**config.mk**
```make
export PLATFORM = sky130hd
export DESIGN_NAME = seq_divider_flat
export DESIGN_NICKNAME = d
export VERILOG_FILES = /design/src/rtl/seq_divider_if.sv /design/src/rtl/seq_divider.sv /design/src/flat_wrapper.sv
export SDC_FILE = /design/constraint.sdc
export NUM_CORES = 1
export LEC_CHECK = 0
export CAP_MARGIN = 40
export CORE_MARGIN = 4
export CORE_UTILIZATION = 50
export CTS_CLUSTER_SIZE = 8
export DETAILED_ROUTE_END_ITERATION = 7
export PLACE_DENSITY = 0.75
export SLEW_MARGIN = 20
export SYNTH_ARGS = -nofsm -noshare
export SYNTH_HDL_FRONTEND = slang
export SYNTH_SLANG_ARGS = --single-unit
```
**constraint.sdc**
```tcl
create_clock -name clk -period 6.3 [get_ports clk]
set_input_delay 0.945 -clock clk [delete_from_list [all_inputs] [get_ports clk]]
set_output_delay 0.945 -clock clk [all_outputs]
set_load 0.02 [all_outputs]
```
**src/rtl/seq_divider_if.sv**
```systemverilog
// Start/operand/result bundle between the ALU controller and the sequential divider.
interface seq_divider_if #(
  parameter int unsigned width = 8
);
  logic             start;
  logic [width-1:0] dividend;
  logic [width-1:0] divisor;
  logic [width-1:0] quotient;
  logic [width-1:0] remainder;
  logic             busy;
  logic             done;
  logic             div_by_zero;

  modport master (
    output start, dividend, divisor,
    input  quotient, remainder, busy, done, div_by_zero
  );

  modport slave (
    input  start, dividend, divisor,
    output quotient, remainder, busy, done, div_by_zero
  );
endinterface

```
**src/rtl/seq_divider.sv**
```systemverilog
// Unsigned restoring divider: one quotient bit per clock, with divide-by-zero bypass.
module seq_divider #(
  parameter int unsigned width = 8
) (
  input  logic          clk,
  input  logic          rst_n,
  seq_divider_if.slave  bus
);

  localparam int unsigned cnt_w = $clog2(width);
  localparam int unsigned rw    = width + 1;
  localparam int unsigned sw    = 2 * width + 1;

  typedef enum logic [1:0] {
    IDLE = 2'd0,
    RUN  = 2'd1,
    DONE = 2'd2
  } state_t;

  state_t state, state_next;

  logic [width:0]   r_q;
  logic [width-1:0] q_q;
  logic [width-1:0] d_q;
  logic [cnt_w-1:0] cnt_q;

  logic             load_c;
  logic             zero_c;
  logic             step_c;
  logic             cnt_last_c;
  logic             div_zero_c;

  logic [2*width:0] rq_shift_c;
  logic [width:0]   r_shift_c;
  logic [width:0]   trial_c;
  logic [width:0]   r_next_c;
  logic [width-1:0] q_next_c;

  assign cnt_last_c = (cnt_q == cnt_w'(width - 1));
  assign div_zero_c = (bus.divisor == '0);

  // State register
  always_ff @(posedge clk) begin
    if (!rst_n) state <= IDLE;
    else        state <= state_next;
  end

  // Next-state logic
  always_comb begin
    state_next = IDLE;
    case (state)
      IDLE: begin
        if (bus.start) state_next = div_zero_c ? DONE : RUN;
        else           state_next = IDLE;
      end
      RUN:     state_next = cnt_last_c ? DONE : RUN;
      DONE:    state_next = IDLE;
      default: state_next = IDLE;
    endcase
  end

  // Datapath control decode
  always_comb begin
    load_c = 1'b0;
    zero_c = 1'b0;
    step_c = 1'b0;
    case (state)
      IDLE: begin
        if (bus.start) begin
          zero_c = div_zero_c;
          load_c = !div_zero_c;
        end
      end
      RUN:     step_c = 1'b1;
      default: ;
    endcase
  end

  // Trial subtraction on the shifted {R,Q}; R keeps a guard bit so the sign of T is exact
  always_comb begin
    rq_shift_c = {r_q, q_q} << 1;
    r_shift_c  = rq_shift_c[2*width:width];
    trial_c    = rw'(r_shift_c + ~{1'b0, d_q} + rw'(1));
    r_next_c   = trial_c[width] ? r_shift_c : trial_c;
    q_next_c   = rq_shift_c[width-1:0] | {{(width-1){1'b0}}, ~trial_c[width]};
  end

  // Working registers and registered results
  always_ff @(posedge clk) begin
    if (!rst_n) begin
      r_q             <= '0;
      q_q             <= '0;
      d_q             <= '0;
      cnt_q           <= '0;
      bus.quotient    <= '0;
      bus.remainder   <= '0;
      bus.div_by_zero <= 1'b0;
      bus.busy        <= 1'b0;
      bus.done        <= 1'b0;
    end else begin
      if (load_c) begin
        r_q   <= '0;
        q_q   <= bus.dividend;
        d_q   <= bus.divisor;
        cnt_q <= '0;
      end else if (step_c) begin
        r_q   <= r_next_c;
        q_q   <= q_next_c;
        cnt_q <= cnt_q + cnt_w'(1);
      end

      if (zero_c) begin
        bus.quotient    <= '1;
        bus.remainder   <= bus.dividend;
        bus.div_by_zero <= 1'b1;
      end else if (step_c && cnt_last_c) begin
        bus.quotient    <= q_next_c;
        bus.remainder   <= r_next_c[width-1:0];
        bus.div_by_zero <= 1'b0;
      end

      bus.busy <= (state_next == RUN);
      bus.done <= (state_next == DONE);
    end
  end

endmodule
```
**src/flat_wrapper.sv**
```systemverilog
// flat-port wrapper written by rule: the top's interface ports become plain ports
module seq_divider_flat 
#(
  parameter int unsigned width = 8
)
  (clk, rst_n, bus_start, bus_dividend, bus_divisor, bus_quotient, bus_remainder, bus_busy, bus_done, bus_div_by_zero);
  seq_divider_if #(.width(width)) bus_i ();
  input  logic clk;
  input  logic rst_n;
  input wire logic [$bits(bus_i.start)-1:0] bus_start;
  input wire logic [$bits(bus_i.dividend)-1:0] bus_dividend;
  input wire logic [$bits(bus_i.divisor)-1:0] bus_divisor;
  output wire logic [$bits(bus_i.quotient)-1:0] bus_quotient;
  output wire logic [$bits(bus_i.remainder)-1:0] bus_remainder;
  output wire logic [$bits(bus_i.busy)-1:0] bus_busy;
  output wire logic [$bits(bus_i.done)-1:0] bus_done;
  output wire logic [$bits(bus_i.div_by_zero)-1:0] bus_div_by_zero;
  assign bus_i.start = bus_start;
  assign bus_i.dividend = bus_dividend;
  assign bus_i.divisor = bus_divisor;
  assign bus_quotient = bus_i.quotient;
  assign bus_remainder = bus_i.remainder;
  assign bus_busy = bus_i.busy;
  assign bus_done = bus_i.done;
  assign bus_div_by_zero = bus_i.div_by_zero;
  seq_divider #(.width(width)) u_core (.clk(clk), .rst_n(rst_n), .bus(bus_i));
endmodule
```
==> results of run 1 <==
cell families after synthesis:
kind of cell    count (synthesis)
compound gates                 86
fa+ha+maj                      11
mux                             7
flops                          48
simple gates                  109
buf+inv                        26
xor+xnor                        8
worst min path at each step:
stage                                            start  slack [ns]                            to
after global placement    u_core.cnt_q[2]$_SDFFE_PP0P_        0.45  u_core.cnt_q[2]$_SDFFE_PP0P_
after global routing        u_core.q_q[5]$_SDFFE_PN0P_        0.51    u_core.q_q[5]$_SDFFE_PN0P_
final                     u_core.cnt_q[2]$_SDFFE_PP0P_        0.47  u_core.cnt_q[2]$_SDFFE_PP0P_
after floorplan           u_core.cnt_q[1]$_SDFFE_PP0P_        0.44  u_core.cnt_q[1]$_SDFFE_PP0P_
after CTS                 u_core.cnt_q[2]$_SDFFE_PP0P_        0.47  u_core.cnt_q[2]$_SDFFE_PP0P_
after detailed placement  u_core.cnt_q[2]$_SDFFE_PP0P_        0.46  u_core.cnt_q[2]$_SDFFE_PP0P_
Yosys cell counts (2+ instances only):
cell	count
nand2b_1	4
o21ai_0	24
and2_1	2
nor2_1	25
o22ai_1	3
a31oi_1	2
a22oi_1	8
nor2b_1	10
o31ai_1	2
o21a_1	7
a21oi_1	16
inv_1	9
nand2_1	49
ha_1	10
nor3b_1	2
mux2i_1	5
a211oi_1	3
a21boi_0	8
dfxtp_1	48
nor3_1	11
clkbuf_1	10
buf_2	5
xor2_1	4
xnor2_1	3
nor4_1	2
o211ai_1	3
metal layers:
metal	up-vias	track usage [%]	part of all wire, %
met5	-	0	0
met2	45	33.99	48
met1	977	24.19	45
met3	7	4.176	5.4
met4	0	6.228	1.3
li1	1082	-	-
sequential cells by signal (all words and copies together) (netlist names):
register	count
u_core.bus.busy	1
u_core.q_q	8
u_core.bus.quotient	8
u_core.state	2
u_core.d_q	8
u_core.r_q	8
u_core.bus.done	1
u_core.cnt_q	3
u_core.bus.div_by_zero	1
u_core.bus.remainder	8
power groups by stage:
stage / clock [mW] / combinational, mW / sequential (mW)
3_3_place_gp: 0 / 0.163 / 0.331
6_report: 0.187 / 0.166 / 0.324
5_1_grt: 0.204 / 0.185 / 0.326
2_1_floorplan: 0 / 0.125 / 0.328
3_5_place_dp: 0 / 0.165 / 0.331
4_1_cts: 0.190 / 0.166 / 0.324
final cells by class:
type	instances	area [um2]	area share [%]
flip-flops and latches	48	960.9	32.68
multi-input cells	221	1364	46.38
well taps	67	83.83	2.851
inverters	9	33.78	1.149
clock buffers	8	90.09	3.064
repair buffers	41	407.9	13.87
worst max-delay path, cell delays in order:
cell and delay [ns]:
clkdlybuf4s50_1 0.43, nor4_1 0.50, and3_1 0.35, buf_8 0.21, mux2_2 0.34, o21ai_0 0.15, a31oi_1 0.05
per-stage QoR:
step	cells	setup slack (ns)
6_report	394	3.477
5_1_grt	394	3.314
4_1_cts	393	3.135
3_5_place_dp	385	2.849
3_3_place_gp	385	2.887
2_1_floorplan	295	4.018
==> flow_summary.yaml, run 1 <==
status:
  status: "completed"
critical_path:
  crit_path_end_kind: "flip-flop"
  reg2reg_to: "u_core.r_q[4]$_SDFFE_PP0P_"
  worstRegToRegCells: 10
  path_max_fanout: 24
  rrSetupSlack_ns: 3.82
  crit_end: "u_core.bus.remainder[7]$_SDFFE_PN0P_"
  r2r-start: "u_core.q_q[7]$_SDFFE_PN0P_"
  arrival_ns: 2.98
  path_class: "in -> reg"
  crit_path_start_kind: "input pin"
  required_ns: 6.46
  critPathLaunch: "bus_divisor[4]"
logic_synthesis:
  syn_area_um2: 2436
  synth_compound_area_share_pct: 23.27
  ys_seq_elements: 48
  synth.largest_area_cell: "dfxtp_1"
  synth_cells: 295
  ys_types: 46
  synthAdderAreaFrac_pct: 5.958
  yosysSeqAreaShare_pct: 39.45
  synthTopCellsByArea: "dfxtp_1 (39%), nand2_1 (7.6%), ha_1 (5.1%)"
  yosys_warnings: 0
  async_flop_share_pct: 0
  avgSynthCellArea_um2: 8.258
  synth_top_family_by_area: "compound AO/OA/AOI/OAI gates"
  syn_nets: 325
  synth-simple-area-share_pct: 19.98
  synth_top_area_share_pct: 39.45
  ys.flop_type: "dfxtp_1"
  synth_mux_area_share_pct: 3.133
  synthXorXnorAreaFrac_pct: 3.647
  synth-edff-count: 0
timing:
  tns_ns: 0
  max-slew-margin-rel_pct: 61.04
  final.min_clock_period_ns: 2.823
  finalMaxSlewViolations: 0
  fmax_mhz: 354.3
  fin_skew_ns: 0.003185
  worst_pin_slew_ns: 0.5844
  hold_viol: 0
  holdWs_ns: 0.4662
  setup_violations: 0
  finalCritPeriodShare_pct: 44.80
  rsz0062_at_grt: "false"
final_layout:
  fin_area_um2: 2940
  post-route-util_pct: 62.25
  final_nets: 356
  fillers: 440
  drive_gt1_share_pct: 5.810
  mostFrequentLayoutCell: "nand2_1"
  layout_common_cells: "nand2_1 (49), dfxtp_1 (48), clkdlybuf4s50_1 (37)"
  antenna_cells: 0
  areaGrowthSynthToFinish_pct: 20.70
floorplanning:
  start_util_pct: 51.58
  die_w_um: 77.80
  std_cell_rows: 25
  die-area_um2: 6053
  ioPinCount: 38
  die_y_um: 77.80
  core_region_area_um2: 4723
hold_path:
  hold_depth: 2
  hold_class: "reg -> reg"
global_routing:
  first_global_vias: 2010
  grt_pass1_wl_mm: 9.508
  antenna_found_initial: 0
  grt_max_degree: 41
  grtUsageTotal_pct: 19.66
  grt.overflow.total: 0
clock_network:
  clk_latency_ns: 0.30
  htreeDepth: 2
  cts_resized: 0
  root_buffer: "clkbuf_8"
  cts_buffer_depth: 2
  cts_hold_buf: 0
  cts_made_buffers: 5
  postCtsSetupBuffers: 0
  clk_pin_slew_ns: 0.08
  cts_sinks: 48
  tritoncts: "built"
detailed_routing:
  wirelength_mm: 5.570
  drt-pass1-iter-count: 4
  wire_per_inst_um: 14.14
  drt_iter0_drc: 179
  drc: 0
  vias: 2111
  vias_per_cell: 5.358
  ant_nets: 0
placement:
  place_area_um2: 2835
  globalplace.congestion: 0.8414
  dp_hpwl_mm: 4.021
  port_buffers: 37
power_and_ir_drop:
  peakVddDrop_mv: 0.1479
  p_clk_share_pct: 27.6
  seqPwrFrac_pct: 47.9
  p_int_mw: 0.4793
  switching_share_pct: 29.25
  p_total_mw: 0.6775
  power.leakage_nw: 1.053
  powerDensity_nw_per_um2: 230.4
  pwr-share-comb_pct: 24.5
  p_switching_mw: 0.1982
flow_run:
  maxCapViolCount: 0
Power figures use the tool's default switching activity.
==> run 2, diff against run 1 <==
--- a/config.mk
+++ b/config.mk
@@ -7,7 +7,7 @@
 export LEC_CHECK = 0
 export CAP_MARGIN = 40
 export CORE_MARGIN = 4
-export CORE_UTILIZATION = 50
+export CORE_UTILIZATION = 48
 export CTS_CLUSTER_SIZE = 8
 export DETAILED_ROUTE_END_ITERATION = 7
 export PLACE_DENSITY = 0.75
==> constraint.sdc (replaced) <==
create_clock -name clk -period 2.3 [get_ports clk]
set_input_delay 0.345 -clock clk [delete_from_list [all_inputs] [get_ports clk]]
set_output_delay 0.345 -clock clk [all_outputs]
set_load 0.02 [all_outputs]
==> run 2 against run 1 <==
Effect of this change: utilization rose by 2.4 points; via count rose by 0.81%; wire length rose by 0.81%; global-route usage fell by 0.80 points; critical path depth rose by 3; sequential share of layout area fell by 1.8 points; first-iteration DRC count fell by 37%; critical endpoint is now u_core.r_q[4]$_SDFFE_PP0P_; largest power group unchanged.
==> flow_summary.yaml, run 2 (synthesized netlist as in run 1, its figures left out) <==
global_routing:
  grt_max_degree: 32
  grt.overflow.total: 0
  grtUsageTotal_pct: 18.86
  use_met1_pct: 23.49
  antenna_found_initial: 0
  grt_pass1_wl_mm: 9.404
  met3_usage_pct: 3.855
  grt.busiest_layer: "met2"
  first_global_vias: 2024
  grt_use_met2_pct: 31.90
clock_network:
  cts_made_buffers: 5
  tritoncts: "built"
  cts_buffer_depth: 2
  clk_latency_ns: 0.30
  cts_sinks: 48
  htreeDepth: 2
  root_buffer: "clkbuf_8"
  cts_hold_buf: 0
  clk_pin_slew_ns: 0.09
power_and_ir_drop:
  peakVddDrop_mv: 0.3276
  power.leakage_nw: 1.135
  p_total_mw: 2.030
  powerDensity_nw_per_um2: 651.6
critical_path:
  path_cells: "inv_2 -> ha_4 -> inv_2 -> fa_2 -> a211oi_2 -> o211ai_2 -> o21ai_4 -> xnor2_4 -> mux2i_2 -> a211oi_1"
  path_max_fanout: 7
  required_ns: 2.48
  path_class: "reg -> reg"
  slowest_stage: "fa_2"
  arrival_ns: 2.43
  crit_path_start_kind: "flip-flop"
  path_common_cell: "inv_2"
  crit_path_end_kind: "flip-flop"
  slowest_delay_ns: 0.35
flow_run:
  maxCapViolCount: 0
final_layout:
  areaGrowthSynthToFinish_pct: 27.89
  regArea_um2: 963.4
  final_nets: 372
  multi_input_area_um2: 1406
  layout_common_cells: "nand2_1 (49), dfxtp_1 (46), clkdlybuf4s50_1 (37)"
  fillers: 470
  mostFrequentLayoutCell: "nand2_1"
  antenna_cells: 0
  drive_gt1_share_pct: 13.99
floorplanning:
  die-area_um2: 6279
  die_y_um: 79.24
  std_cell_rows: 25
  die_w_um: 79.24
  ioPinCount: 38
  start_util_pct: 50.57
  core_region_area_um2: 4817
timing:
  worst_pin_slew_ns: 0.5403
  fmax_mhz: 444.6
  rsz0062_at_grt: "true"
  fin_skew_ns: 0.009296
  setup_violations: 0
  tns_ns: 0
  hold_viol: 0
  layout_setup_ws_ns: 0.05089
  finalMaxSlewViolations: 0
  finalCritPeriodShare_pct: 97.79
  max-slew-margin-rel_pct: 63.84
  holdWs_ns: 0.4596
  final.min_clock_period_ns: 2.249
detailed_routing:
  drc: 0
  ant_nets: 0
  wirelength_mm: 5.615
  drt_iter0_drc: 112
  vias: 2128
  vias_per_cell: 5.190
  drt-pass1-iter-count: 4
  wire_per_inst_um: 13.70
placement:
  globalplace.congestion: 0.8824
  dp_hpwl_mm: 4.205
  port_buffers: 37
  dp_slack_ns: -0.05769
hold_path:
  hold_class: "reg -> reg"
status:
  status: "completed"
run 2: cell types whose count changed in the layout (fill, tap and decap cells not counted), sizes merged:
| cell | change |
|---|---|
| buf | +16 |
| bufinv | +1 |
| clkbuf | -2 |
| clkinv | +1 |
run 2: report_power, final:
part,internal [mW],leakage [nW],switching [mW]
logic,0.262,0.689,0.274
registers,0.864,0.391,0.0271
clock network,0.323,0.0552,0.279
total,1.45,1.14,0.581
run 2: area by class of cell:
cell class	count	share of cell area, %
multi-input cells	221	45.14
well taps	67	2.691
inverters	9	1.084
repair buffers	57	16.71
clock inverters	2	1.124
clock buffers	6	2.329
flip-flops and latches	48	30.92
run 2: metal layers:
layer | routed length (um) | part of all wire (%) | vias to the layer above
li1 | - | - | 1117
met1 | 2622 | 47 | 963
met2 | 2667 | 47 | 42
met3 | 250 | 4.5 | 6
met4 | 74 | 1.3 | 0
met5 | 0 | 0 | -
run 2: through the flow:
step	util (%)	area, um2	instances
global placement	61.04	2940	399
global route	64.68	3115	410
finish	64.68	3115	410
floorplan	-	2436	295
CTS	64.03	3084	410
detailed placement	61.04	2940	399
run 2: final timing paths:
kind	slack, ns	start	endpoint	cells past startpoint
worst max-delay path	0.05	u_core.q_q[7]$_SDFFE_PN0P_	u_core.r_q[4]$_SDFFE_PP0P_	10
worst min-delay path	0.46	u_core.cnt_q[1]$_SDFFE_PP0P_	u_core.cnt_q[1]$_SDFFE_PP0P_	2
worst max register to register	0.05	u_core.q_q[7]$_SDFFE_PN0P_	u_core.r_q[4]$_SDFFE_PP0P_	10
worst min register to register	0.46	u_core.cnt_q[1]$_SDFFE_PP0P_	u_core.cnt_q[1]$_SDFFE_PP0P_	2
run 2: critical path, delay by kind of cell, from the launching register on:
| kind | cells | cell delay (ns) |
|---|---|---|
| compound gates | 4 | 0.62 |
| fa+ha+maj | 2 | 0.49 |
| mux | 1 | 0.34 |
| flops | 1 | 0.33 |
| xor+xnor | 1 | 0.23 |
| buf+inv | 2 | 0.11 |
run 2: what timing repair did:
item                       4_1_cts  5_1_grt
gates resized for setup          5       10
pin swaps                        3        3
buffers inserted                 3        0
setup endpoints to repair       12       15
==> run 3, diff against run 2 <==
--- a/config.mk
+++ b/config.mk
@@ -11,6 +11,7 @@
 export CTS_CLUSTER_SIZE = 8
 export DETAILED_ROUTE_END_ITERATION = 7
 export PLACE_DENSITY = 0.75
+export SKIP_LAST_GASP = 1
 export SLEW_MARGIN = 20
 export SYNTH_ARGS = -nofsm -noshare
 export SYNTH_HDL_FRONTEND = slang
==> results of run 3 <==
No change in the layout: final DEF, timing and power equal those of run 2.
